--- src/rtl/risc_sequencer_pkg.sv ---
// Shared encodings for the accumulator CPU control sequencer: opcodes, phases,
// top-level modes and the packed control vector driven each phase.
package risc_sequencer_pkg;

    localparam logic [2:0] OP_HLT = 3'b000;
    localparam logic [2:0] OP_SKZ = 3'b001;
    localparam logic [2:0] OP_ADD = 3'b010;
    localparam logic [2:0] OP_AND = 3'b011;
    localparam logic [2:0] OP_XOR = 3'b100;
    localparam logic [2:0] OP_LDA = 3'b101;
    localparam logic [2:0] OP_STO = 3'b110;
    localparam logic [2:0] OP_JMP = 3'b111;

    localparam logic [2:0] PH_INST_ADDR  = 3'd0;
    localparam logic [2:0] PH_INST_FETCH = 3'd1;
    localparam logic [2:0] PH_INST_LOAD  = 3'd2;
    localparam logic [2:0] PH_IDLE       = 3'd3;
    localparam logic [2:0] PH_OP_ADDR    = 3'd4;
    localparam logic [2:0] PH_OP_FETCH   = 3'd5;
    localparam logic [2:0] PH_ALU_OP     = 3'd6;
    localparam logic [2:0] PH_STORE      = 3'd7;

    typedef enum logic [1:0] {
        MODE_RUN    = 2'd0,
        MODE_HALTED = 2'd1,
        MODE_WAIT   = 2'd2
    } mode_e;

    typedef struct packed {
        logic sel;
        logic rd;
        logic wr;
        logic ld_ir;
        logic ld_ac;
        logic inc_pc;
        logic ld_pc;
        logic data_e;
        logic halt;
        logic instr_done;
    } ctrl_t;

    // Opcodes that read an operand from memory and load the accumulator.
    function automatic logic is_aluop(input logic [2:0] op);
        return (op == OP_ADD) || (op == OP_AND) || (op == OP_XOR) || (op == OP_LDA);
    endfunction

endpackage

--- src/rtl/risc_phase_decode.sv ---
// Pure combinational map from (mode, phase, opcode, zero) to the control
// vector and the externally visible phase index.
module risc_phase_decode
    import risc_sequencer_pkg::*;
(
    input  mode_e      mode,
    input  logic [2:0] phase,
    input  logic [2:0] opcode,
    input  logic       zero,
    output ctrl_t      ctrl,
    output logic [2:0] phase_out
);

    logic alu_s;
    assign alu_s = is_aluop(opcode);

    // Per-phase control decode; HALTED and WAIT override the phase index.
    always_comb begin
        ctrl      = '0;
        phase_out = phase;
        case (mode)
            MODE_RUN: begin
                case (phase)
                    PH_INST_ADDR: begin
                        ctrl.sel = 1'b1;
                    end
                    PH_INST_FETCH: begin
                        ctrl.sel = 1'b1;
                        ctrl.rd  = 1'b1;
                    end
                    PH_INST_LOAD, PH_IDLE: begin
                        ctrl.sel   = 1'b1;
                        ctrl.rd    = 1'b1;
                        ctrl.ld_ir = 1'b1;
                    end
                    PH_OP_ADDR: begin
                        ctrl.inc_pc = 1'b1;
                        ctrl.halt   = (opcode == OP_HLT);
                    end
                    PH_OP_FETCH: begin
                        ctrl.rd = alu_s;
                    end
                    PH_ALU_OP: begin
                        ctrl.rd     = alu_s;
                        ctrl.inc_pc = (opcode == OP_SKZ) && zero;
                        ctrl.ld_pc  = (opcode == OP_JMP);
                        ctrl.data_e = (opcode == OP_STO);
                    end
                    PH_STORE: begin
                        ctrl.rd         = alu_s;
                        ctrl.ld_ac      = alu_s;
                        ctrl.ld_pc      = (opcode == OP_JMP);
                        ctrl.wr         = (opcode == OP_STO);
                        ctrl.data_e     = (opcode == OP_STO);
                        ctrl.instr_done = 1'b1;
                    end
                    default: begin
                        ctrl = '0;
                    end
                endcase
            end
            MODE_HALTED: begin
                ctrl.halt = 1'b1;
                phase_out = PH_OP_ADDR;
            end
            MODE_WAIT: begin
                phase_out = PH_INST_ADDR;
            end
            default: begin
                ctrl      = '0;
                phase_out = PH_INST_ADDR;
            end
        endcase
    end

endmodule

--- src/rtl/risc_sequencer.sv ---
// Control sequencer for the 8-bit accumulator CPU: mode/phase FSM with
// halt, resume and single-step control, plus a retired-instruction counter.
module risc_sequencer
    import risc_sequencer_pkg::*;
#(
    parameter int CNT_W = 8
) (
    input  logic             clk,
    input  logic             rst,
    input  logic [2:0]       opcode,
    input  logic             zero,
    input  logic             run,
    input  logic             step_mode,
    input  logic             step_req,
    output logic             sel,
    output logic             rd,
    output logic             wr,
    output logic             ld_ir,
    output logic             ld_ac,
    output logic             inc_pc,
    output logic             ld_pc,
    output logic             data_e,
    output logic             halt,
    output logic [2:0]       phase,
    output logic             instr_done,
    output logic [CNT_W-1:0] retired
);

    mode_e            mode_q, mode_d;
    logic [2:0]       phase_q, phase_d;
    logic [CNT_W-1:0] retired_q, retired_d;
    logic             retire_s;
    ctrl_t            ctrl_s;

    // Next mode/phase; HLT counts as retired on HALTED entry.
    always_comb begin
        mode_d   = mode_q;
        phase_d  = phase_q;
        retire_s = 1'b0;
        case (mode_q)
            MODE_RUN: begin
                if ((phase_q == PH_OP_ADDR) && (opcode == OP_HLT)) begin
                    mode_d   = MODE_HALTED;
                    retire_s = 1'b1;
                end else if (phase_q == PH_STORE) begin
                    retire_s = 1'b1;
                    phase_d  = PH_INST_ADDR;
                    mode_d   = step_mode ? MODE_WAIT : MODE_RUN;
                end else begin
                    phase_d = phase_q + 3'd1;
                end
            end
            MODE_HALTED: begin
                if (run) begin
                    mode_d  = MODE_RUN;
                    phase_d = PH_INST_ADDR;
                end else begin
                    phase_d = PH_OP_ADDR;
                end
            end
            MODE_WAIT: begin
                if (step_req) begin
                    mode_d = MODE_RUN;
                end else begin
                    mode_d = MODE_WAIT;
                end
                phase_d = PH_INST_ADDR;
            end
            default: begin
                mode_d  = MODE_RUN;
                phase_d = PH_INST_ADDR;
            end
        endcase
        if (retire_s) begin
            retired_d = retired_q + {{(CNT_W-1){1'b0}}, 1'b1};
        end else begin
            retired_d = retired_q;
        end
    end

    // State registers with synchronous reset.
    always_ff @(posedge clk) begin
        if (rst) begin
            mode_q    <= MODE_RUN;
            phase_q   <= PH_INST_ADDR;
            retired_q <= '0;
        end else begin
            mode_q    <= mode_d;
            phase_q   <= phase_d;
            retired_q <= retired_d;
        end
    end

    risc_phase_decode u_decode (
        .mode      (mode_q),
        .phase     (phase_q),
        .opcode    (opcode),
        .zero      (zero),
        .ctrl      (ctrl_s),
        .phase_out (phase)
    );

    assign sel        = ctrl_s.sel;
    assign rd         = ctrl_s.rd;
    assign wr         = ctrl_s.wr;
    assign ld_ir      = ctrl_s.ld_ir;
    assign ld_ac      = ctrl_s.ld_ac;
    assign inc_pc     = ctrl_s.inc_pc;
    assign ld_pc      = ctrl_s.ld_pc;
    assign data_e     = ctrl_s.data_e;
    assign halt       = ctrl_s.halt;
    assign instr_done = ctrl_s.instr_done;
    assign retired    = retired_q;

endmodule

--- config.mk ---
export PLATFORM = sky130hd
export DESIGN_NAME = risc_sequencer
export DESIGN_NICKNAME = d
export VERILOG_FILES = /design/src/rtl/risc_sequencer_pkg.sv /design/src/rtl/risc_phase_decode.sv /design/src/rtl/risc_sequencer.sv
export SDC_FILE = /design/constraint.sdc
export NUM_CORES = 1
export LEC_CHECK = 0
export BUFFER_PORTS_ARGS = -buffer_cell sky130_fd_sc_hd__buf_2
export CAP_MARGIN = 40
export CELL_PAD_IN_SITES_DETAIL_PLACEMENT = 1
export CELL_PAD_IN_SITES_GLOBAL_PLACEMENT = 1
export CORE_ASPECT_RATIO = 1.25
export CORE_MARGIN = 4
export CORE_UTILIZATION = 37
export DETAILED_ROUTE_END_ITERATION = 7
export PLACE_DENSITY = 0.91
export SYNTH_ARGS = -nofsm -noshare
export SYNTH_HDL_FRONTEND = slang
export SYNTH_HIERARCHICAL = 1
export SYNTH_SLANG_ARGS = --single-unit
--- constraint.sdc ---
create_clock -name clk -period 4.4 [get_ports clk]
set_clock_uncertainty 0.15 [all_clocks]
set_input_delay 0.44 -clock clk [delete_from_list [all_inputs] [get_ports clk]]
set_output_delay 0.44 -clock clk [all_outputs]
set_load 0.02 [all_outputs]
Word-level counts from Yosys, hierarchy flattened
Index checks and enable logic that the tools add are counted.
Widths: inputs -> output; s select.

word-level totals
  word-level logic and storage cells = 63
  output and inout bits = 21
  bits in registers = 13
  input port bits = 9

operators by class
  muxes and demuxes = 25
  $add $sub $neg = 2
  reductions and logical operators = 14
  equality and inequality tests = 19

operators with widths
  kind                 count
  $eq 3x3->1 const B   8
  $eq 3x2->1 const B   4
  $mux 2               6
  $pmux 3 s2           2
  $mux 1               9
  $mux 3               3
  $add 8x1->8 const B  1
  $mux 8               1
  $eq 3x1->1 const B   2
  $logic_not 3->1      2
  $pmux 1 s2           3
  $pmux 2 s3           1
  $reduce_or 3->1      2
  $ne 2x2->1 const B   2
  $reduce_or 2->1      2
  $reduce_or 4->1      1
  $add 3x1->3 const B  1
  $logic_or 1x1->1     3
  $ne 3x3->1 const B   1
  $eq 2x1->1 const B   1
  $eq 2x2->1 const B   1
  $logic_and 1x1->1    2
  $logic_not 2->1      1
  $reduce_and 2->1     1

Depth between registers and ports, before layout
Gate-level depths: netlist of the first run.

  depth after elaboration = 6
  mapped depth = 7
  depth with buffers taken out = 6

Cells and area by module
The synthesis of the first run kept the hierarchy.

by module, submodules not included
  module             area an instance (um^2)  seq. area each (um^2)  instances  cells an instance
  risc_sequencer     640.6                    260.2                  1          71
  risc_phase_decode  177.7                    0.0                    1          25

Least setup slack after synthesis of the first run
No wires, ideal clock.

  path kind = flip-flop to output port
  start = reg mode_q[0]
  end = out wr
  setup slack = 2.320 ns
  stages on the path, launching flop included = 3
  data required time = 3.810 ns
  arrival time = 1.490 ns
  buffers on the path = 0
  cell sequence = dfxtp_1 > nand4bb_1 > nor4b_1

between the ends
  longest elaborated chain between the ends = 2

RTL lines
  what                    line                     RTL
  from (decl)             risc_sequencer.sv:29     mode_e mode_q, mode_d;
  from (signal assigned)  risc_sequencer.sv:88     mode_q <= mode_d;
  $logic_not 2->1         risc_phase_decode.sv:21  case (mode)
  $mux 8                  risc_phase_decode.sv:21
  to (decl)               risc_sequencer.sv:17     output logic wr,

Every way passes these cells.

Worst setup path after layout of the first run
  start = reg phase_q[0]
  end = reg retired_q[3], in the netlist retired[3]

between the ends
  longest elaborated chain between the ends = 4
  elaborated cells on any way between the ends = 6
  those cells by class = 2 x eq/ne; 3 x mux; 1 x reduce/logical

RTL lines
  what                                                line                                        RTL
  from (decl)                                         risc_sequencer.sv:30                        logic [2:0] phase_q, phase_d;
  from (signal assigned)                              risc_sequencer.sv:89                        phase_q <= phase_d;
  $eq 3x3->1 (on tied branches)                       risc_sequencer.sv:45, risc_sequencer.sv:42
  $mux 1 / $logic_and 1x1->1 (equally long branches)  risc_sequencer.sv:45, risc_sequencer.sv:42
  $mux 1 (*)                                          risc_sequencer.sv:42                        if ((phase_q == PH_OP_ADDR) && (opcode == OP_HLT)) begin
  $mux 1 (*)                                          risc_sequencer.sv:40                        case (mode_q)
  to (signal assigned)                                risc_sequencer.sv:90                        retired_q <= retired_d;
  to (decl)                                           risc_sequencer.sv:31                        logic [CNT_W-1:0] retired_q, retired_d;

Every way passes the cells marked *; elsewhere a longest branch is shown, timed or not.
A chain may end at the register's enable or synchronous reset.

==> impl_metrics.ini, run 1 <==
[grt]
grt_pass1_wl_mm = 3.967
grt_max_degree = 18
grt_pass1_vias = 893
antenna_found_initial = 0
grt_overflow = 0
grtUsageTotal_pct = 16.61

[clock_network]
h-tree-depth = 1
path_clk_slew_ns = 0.08
holdBufCountCts = 0
postCtsSetupRepairBufs = 0
cts_buffer_depth = 2
cts.repair.resized = 0
clockRootBuffer = clkbuf_4
cts_tree = yes
cts_made_buffers = 3
cts.sinks = 13
clkLatencyLatePin_ns = 0.27

[layout]
drive_gt1_share_pct = 29.60
syn_to_final_growth_pct = 21.71
num_antenna_cells = 0
regArea_um2 = 260.3
final_cell_area_um2 = 996.0
num-nets-final = 139
layout_commonest_cell = buf_2
layout_common_cells = buf_2 (29), dfxtp_1 (13), nor2_1 (10)
fillCellCount = 265
multi_input_area_um2 = 511.7
fin_cells = 155

[pwr]
p_per_area_mw_per_mm2 = 249.6
total_power_mw = 0.2486
p_leak_nw = 0.4316
pwr-share-comb_pct = 18.9
p_switching_mw = 0.07337
p_clk_share_pct = 29.5
ir_drop_v = 0.0001591
p_seq_share_pct = 51.6
p_int_mw = 0.1752
swShare_pct = 29.52

[floorplan]
core_mm2 = 0.002049
die_h_um = 60.58
die-area_mm2 = 0.003033
die_x_um = 50.06
initial_core_util_pct = 39.93
rows = 18
io_pins = 30

[synthesis]
synthesis.nets = 109
ys_seq_elements = 13
async_flop_share_pct = 0
ys_warn_count = 6
synth.distinct_cells = 35
synth_edf_count = 0
synth_ff_type = dfxtp_1
syn_avg_cell_area_um2 = 8.524
synth.cell_area_um2 = 818.3
synthCells = 96
synth-seq-area-share_pct = 31.80

[timing]
fmax_mhz = 416.6
rsz0062_at_grt = no
hold_viol = 0
finalSetupTns_ns = 0
tightest_slew_ns = 1.042
slew_headroom_pct = 30.52
finalSetupViolCount = 0
slew_violations = 0
min_period_ns = 2.400
post-route-period-util_pct = 54.55

[place]
io_buffers = 29
hpwl_mm = 1.716
place_inst = 151
gp_congestion = 0.7347
placed_area_um2 = 969.7

[worst_setup_path]
cp.arrival_ns = 2.46
worst_setup_path_end_kind = register
cp_max_fo = 14
start_kind = register
path_cells = inv_1 -> ha_1 -> nor2b_1 -> a32oi_1 -> o21ai_0 -> a21oi_1
slowest_stage = a32oi_1
critPathKind = reg2reg
slowest_delay_ns = 0.85
required_ns = 4.46

[min_path]
min_path_type = in2reg

[routing]
drt_iter0_drc = 11
first_pass_iters = 4
wl_per_cell_um = 14.68
drc = 0
via_count = 869
via_per_inst = 5.606
ant_nets = 0
wl_mm = 2.276

[flow_run]
maxCapViolations = 0

[outcome]
status = complete, no violations
==> per-layer routing <==
layer  vias to the layer above  track usage [%]  wire (um)
li1                        417                -          -
met1                       423            18.52        999
met2                        26            30.97       1130
met3                         3            2.703        124
met4                         0            7.510         22
met5                         -                0          0
==> cells in the mapped netlist (all sizes together), types with 2 or more instances <==
cell type	instances	area share [%]
a21oi	8	4.9
buf	3	3.4
dfxtp	13	32
ha	4	6.1
inv	4	1.8
mux2i	3	3.7
nand2	2	0.92
nand3	6	3.7
nor2	10	4.6
nor2b	3	2.3
nor3	4	2.4
nor3b	3	2.8
nor4	3	3.1
o21ai	4	2.4
o31ai	4	3.7
or3	3	2.4
or4	4	3.7
==> cells by family after synthesis <==
family,after synthesis,synth area share [%]
and+or+nand+nor,46,34.41
AOI/OAI and AO/OA,19,14.83
DFF,13,31.80
buffers and inverters,8,5.656
muxes,4,5.046
adders and majority gates,4,6.116
xor gates and xnor gates,2,2.141
==> state kept, by name, indices dropped and copies added, names as in the netlist <==
register,flops
mode_q,2
retired,8
phase_q,3
==> critical path: cells and delay by family (launching register included) <==
family                     cells  cell delay [ns]
adders and majority gates      1             0.20
AOI/OAI and AO/OA              3             1.25
and+or+nand+nor                1             0.14
buffers and inverters          1             0.08
DFF                            1             0.52
==> layout make-up <==
type | instances | area share [%]
Inverter | 4 | 1.508
Sequential cell | 13 | 26.13
Timing Repair Buffer | 29 | 14.57
Multi-Input combinational cell | 75 | 51.38
Clock buffer | 4 | 2.638
Tap cell | 30 | 3.769
==> through the flow <==
step,util [%],worst slack (ns),hold WS [ns]
5_1_grt,48.60,1.735,0.3346
6_report,48.60,2.000,0.3214
3_3_place_gp,47.31,2.191,0.3253
3_5_place_dp,47.31,1.989,0.3437
2_1_floorplan,-,2.320,0.3671
4_1_cts,48.60,1.971,0.3185
==> power groups by stage <==
stage / Clock [mW] / Sequential [mW] / Combinational, mW
floorplan: 0 / 0.128 / 0.0305
detailed placement: 0 / 0.131 / 0.0473
global placement: 0 / 0.130 / 0.0447
global route: 0.0788 / 0.129 / 0.0519
CTS: 0.0762 / 0.128 / 0.0475
finish: 0.0734 / 0.128 / 0.0470
==> final timing paths <==
check | startpoint | to | slack (ns) | cells past startpoint
worst max-delay path | phase_q[0] | retired[3] | 2.00 | 6
worst min-delay path | run | mode_q[0] | 0.32 | 3
worst max register to register | phase_q[0] | retired[3] | 2.00 | 6
worst min register to register | retired[7] | retired[7] | 0.35 | 2
Power figures use the tool's default switching activity.
==> inputs of run 2 (changes only) <==
- CORE_UTILIZATION: 37 -> 34
- PLACE_DENSITY: 0.91 -> 0.86
- clock period: 4.4 -> 2.45 ns (I/O delays scaled with it)
==> run 2 against run 1 <==
Count of clock-buffer cells in the layout is the same. First-iteration DRC count shrank 27%. Core utilization shrank 3.4 points. Hold slack lost 0.19 ns. Register-to-register slack lost 1.6 ns. Cell count grew 2.6%. Critical endpoint is now retired[5]. Largest cell class unchanged. Largest power group unchanged. Highest routed layer unchanged.
==> impl_metrics.ini, run 2 (same netlist as run 1, synthesis figures left out) <==
[timing]
tightest_slew_ns = 0.3326
slew_headroom_pct = 77.77
fin_ws_ns = 0.3703
hold_viol = 0
fmax_mhz = 480.8
finalSetupViolCount = 0
slew_violations = 0
whs_ns = 0.1331
post-route-period-util_pct = 84.89
finalSetupTns_ns = 0
min_period_ns = 2.080
rsz0062_at_grt = no

[worst_setup_path]
path_cells = ha_1 -> ha_1 -> a32oi_1 -> buf_4 -> or4_1 -> a21oi_1
slowest_stage = or4_1
worst_path_dominant_cell_family = simple AND/OR/NAND/NOR gates
crit_top_cell = ha_1
rr_worst_depth = 6
worst_setup_path_end_kind = register
required_ns = 2.51
cp.arrival_ns = 2.14
critPathBufInv = 1
cp_num_cells = 6
critPathKind = reg2reg
cp_max_fo = 14
start_kind = register
slowest_delay_ns = 0.52

[pwr]
swShare_pct = 29.01
p_clk_share_pct = 29.2
p_seq_share_pct = 51.6
total_power_mw = 0.4436
pwr-share-comb_pct = 19.2
p_int_mw = 0.3149
ir_drop_v = 0.0003203
p_per_area_mw_per_mm2 = 435.0
p_switching_mw = 0.1287
p_leak_nw = 0.4467

[grt]
grt_pass1_wl_mm = 3.760
grt_max_degree = 15
busiest_layer = met2
grt_overflow = 0
use_met1_pct = 14.29
antenna_found_initial = 0
grt_use_met3_pct = 1.909
gr-usage-met2_pct = 27.67
grt_pass1_vias = 930
grtUsageTotal_pct = 14.33

[layout]
fin_cells = 159
regArea_um2 = 260.3
num-nets-final = 142
num_antenna_cells = 0
final_cell_area_mm2 = 0.001020
layout_commonest_cell = buf_2
syn_to_final_growth_pct = 24.62
post-route-util_pct = 45.15
largest_reg_flops = 8
fillCellCount = 299
drive_gt1_share_pct = 31.25
multi_input_area_um2 = 511.7
layout_common_cells = buf_2 (29), dfxtp_1 (13), nor2_1 (10)

[floorplan]
initial_core_util_pct = 36.23
rows = 19
die_h_um = 62.85
die-area_mm2 = 0.003261
die_x_um = 51.88
core_mm2 = 0.002258
io_pins = 30

[min_path]
min_path_type = in2reg
whs_path_depth = 4

[place]
place_ws_ns = 0.3752
placed_area_um2 = 993.5
io_buffers = 29
hpwl_mm = 1.794
gp_congestion = 0.7899
place_inst = 155

[clock_network]
clkLatencyLatePin_ns = 0.27
holdBufCountCts = 0
h-tree-depth = 1
cts.sinks = 13
postCtsSetupRepairBufs = 0
cts_made_buffers = 3
cts.repair.resized = 0
path_clk_slew_ns = 0.07
clockRootBuffer = clkbuf_4
cts_tree = yes
cts_buffer_depth = 2

[routing]
drc = 0
first_pass_iters = 4
wl_per_cell_um = 13.92
via_per_inst = 5.459
wl_mm = 2.213
drt_iter0_drc = 8
via_count = 868
ant_nets = 0

[outcome]
status = complete, no violations

[flow_run]
maxCapViolations = 0
-- run 2: area by class of cell --
class                   count  area share (%)
multi-input cells          75           50.18
well taps                  31           3.804
repair buffers             32           16.44
flip-flops and latches     13           25.52
inverters                   4           1.472
clock buffers               4           2.577
-- run 2: worst paths after layout --
| path | start | slack [ns] | to |
|---|---|---|---|
| setup / recovery | phase_q[0] | 0.37 | retired[5] |
| setup reg to reg | phase_q[0] | 0.37 | retired[5] |
| hold / removal | step_req | 0.13 | mode_q[1] |
| hold reg to reg | retired[7] | 0.34 | retired[7] |
-- run 2: worst register-to-register path, cell delays in order, from the launching register on --
cell	delay [ns]
dfxtp_1	0.51
ha_1	0.22
ha_1	0.19
a32oi_1	0.07
buf_4	0.21
or4_1	0.52
a21oi_1	0.15
-- run 2: layer usage --
metal | wire length [um] | vias up | part of all wire [%]
met4 | 21 | 0 | 0.95
met5 | 0 | - | 0
met1 | 903 | 415 | 41
li1 | - | 423 | -
met3 | 116 | 2 | 5.2
met2 | 1171 | 28 | 53
-- run 2: power groups by stage --
stage | registers [mW] | clock network, mW | logic [mW]
3_5_place_dp | 0.234 | 0 | 0.0864
5_1_grt | 0.232 | 0.142 | 0.0943
2_1_floorplan | 0.231 | 0 | 0.0548
4_1_cts | 0.229 | 0.134 | 0.0868
3_3_place_gp | 0.233 | 0 | 0.0829
6_report | 0.229 | 0.129 | 0.0852
==> inputs of run 3 (changes only) <==
- ABC_AREA: not set -> 1
- CORE_UTILIZATION: 34 -> 31
- PLACE_DENSITY: 0.86 -> 0.83
- clock period: 2.45 -> 1.9 ns (I/O delays scaled with it)
==> run 3 against run 2 <==
Worst setup slack worse by 0.22 ns. Synthesized cell count increased by 45%. Routed wire length rose by 21%. Cell count rose by 30%. Register-to-register slack lost 0.09 ns. Critical path type is now reg2out. Critical endpoint is now data_e. Largest cell class unchanged. Largest power group unchanged. Highest routed layer unchanged.
==> impl_metrics.ini, run 3 <==
[worst_setup_path]
slowest_stage = dfxtp_1
required_ns = 1.56
crit_path_start = phase_q[2]
cp_max_fo = 8
start_kind = register
critPathKind = reg2out
cp.arrival_ns = 1.41
rr_worst_depth = 7
timing.rr.start = phase_q[1]
timing.rr.end = retired[0]
slowest_delay_ns = 0.50
worst_setup_path_end_kind = primary output
worst_path_dominant_cell_family = flip-flops
r2r_slack_ns = 0.28
path_cells = inv_1 -> nor2_1 -> nor3b_2 -> buf_2
cp_num_cells = 4
critPathCapture = data_e
critPathBufInv = 2

[synthesis]
synth_edf_count = 0
synth_top_cells_by_count = nand2_1 (33), inv_1 (17), nor2_1 (17), dfxtp_1 (13), nand3_1 (10)
ys_warn_count = 6
synth.cell_area_um2 = 963.4
yosys-top-cells-area = dfxtp_1 (27%), nand2_1 (13%), inv_1 (6.6%), nor2_1 (6.6%), ha_1 (5.2%)
synthCells = 139
synth.distinct_cells = 27
synth_top_area_share_pct = 27.01
async_flop_share_pct = 0
ys_seq_elements = 13
syn_avg_cell_area_um2 = 6.931
synth.most_common_cell = nand2_1
synth-seq-area-share_pct = 27.01
synth_ff_type = dfxtp_1
synth_area_leader_cell = dfxtp_1
synthesis.nets = 152

[clock_network]
clkLatencyLatePin_ns = 0.27
cts_buffer_depth = 2
cts_made_buffers = 3
path_clk_slew_ns = 0.08
postCtsSetupRepairBufs = 0
h-tree-depth = 1
clockRootBuffer = clkbuf_4
cts.repair.resized = 0
cts.sinks = 13
holdBufCountCts = 0
cts_tree = yes

[timing]
post-route-period-util_pct = 91.98
whs_ns = 0.03947
finalSetupTns_ns = 0
rsz0062_at_grt = no
finalSetupViolCount = 0
hold_viol = 0
fmax_mhz = 572.2
min_period_ns = 1.748
tightest_slew_ns = 0.3575
slew_violations = 0
slew_headroom_pct = 76.11

[layout]
largest_reg_flops = 8
layout_common_cells = nand2_1 (33), buf_2 (29), inv_1 (17), nor2_1 (17), dfxtp_1 (13)
fillCellCount = 412
layout_commonest_cell = nand2_1
num-nets-final = 184
num_antenna_cells = 0
fin_cells = 206
syn_to_final_growth_pct = 20.91
drive_gt1_share_pct = 30.00

[routing]
wl_per_cell_um = 13.02
drc = 0
drt_iter0_drc = 10
ant_nets = 0
via_per_inst = 4.913
wl_mm = 2.682
via_count = 1012
first_pass_iters = 2

[pwr]
ir_drop_v = 0.0002520
total_power_mw = 0.5922
p_per_area_mw_per_mm2 = 508.3
p_leak_nw = 0.5392

[floorplan]
die-area_mm2 = 0.004069
die_h_um = 70.33
core_mm2 = 0.002973
rows = 22
initial_core_util_pct = 32.41
io_pins = 30
die_x_um = 57.86

[place]
gp_congestion = 0.8102
io_buffers = 29
place_inst = 202
hpwl_mm = 2.204

[flow_run]
maxCapViolations = 0

[outcome]
status = complete, no violations

[grt]
grt_overflow = 0
grt_pass1_vias = 1047
grtUsageTotal_pct = 14.25
grt_pass1_wl_mm = 4.650
grt_max_degree = 13
antenna_found_initial = 0

[min_path]
hold_path.startpoint = step_req
min_path_type = in2reg
[run 3: cell types whose count changed after synthesis, sizes merged, moves of 3 or more]
cell and change:
a21oi +5, inv +14, mux2i -3, nand2 +34
nand3 +6, nand4 +4, nor2 +12, nor2b -3
nor4 -3, o31ai -4, or3 -3, or4 -4
[run 3: worst min-delay path, delay by kind of cell]
| kind | cells | cell delay (ns) |
|---|---|---|
| and+or+nand+nor | 3 | 0.16 |
| buffers and inverters | 1 | 0.07 |
[run 3: worst min path at each step]
stage / to / slack (ns) / depth (start not counted)
detailed placement: mode_q[1] / 0.34 / 4
global route: mode_q[1] / 0.06 / 3
CTS: mode_q[1] / 0.04 / 4
global placement: mode_q[1] / 0.32 / 4
finish: mode_q[1] / 0.04 / 4
floorplan: mode_q[1] / 0.20 / 2
[run 3: metal layers]
layer	GRT usage [%]	vias to the layer above	wire length [um]
met5	0	-	0
met4	3.866	0	8
met1	16.11	467	1070
met3	2.033	2	169
met2	26.76	28	1434
li1	-	515	-
[run 3: final cells by class]
type	instances	area [um^2]	area share, %
Sequential cell	13	260.3	22.34
Timing Repair Buffer	29	145.1	12.46
Multi-Input combinational cell	106	620.6	53.28
Tap cell	36	45.04	3.867
Clock buffer	4	26.28	2.256
Inverter	18	67.56	5.800
[run 3: cells by family after synthesis]
family / Yosys count / share of synthesized area, %
and+or+nand+nor: 83 / 46.49
DFF: 13 / 27.01
adders and majority gates: 4 / 5.195
buffers and inverters: 20 / 8.570
xor gates and xnor gates: 1 / 0.9093
AOI/OAI and AO/OA: 18 / 11.82
[run 3: metrics by stage]
step | worst slack [ns] | instance area (um^2) | util, %
after detailed placement | 0.2715 | 1139 | 38.30
final | 0.1524 | 1165 | 39.18
after floorplan | 0.4309 | 963.4 | -
after global routing | 0.03477 | 1165 | 39.18
after global placement | 0.3411 | 1139 | 38.30
after CTS | 0.1159 | 1165 | 39.18
[run 3: power breakdown]
group | total, mW | switching (mW) | internal, mW
Combinational | 0.125 | 0.0825 | 0.0425
Sequential | 0.295 | 0.0148 | 0.280
Clock | 0.172 | 0.0912 | 0.0813
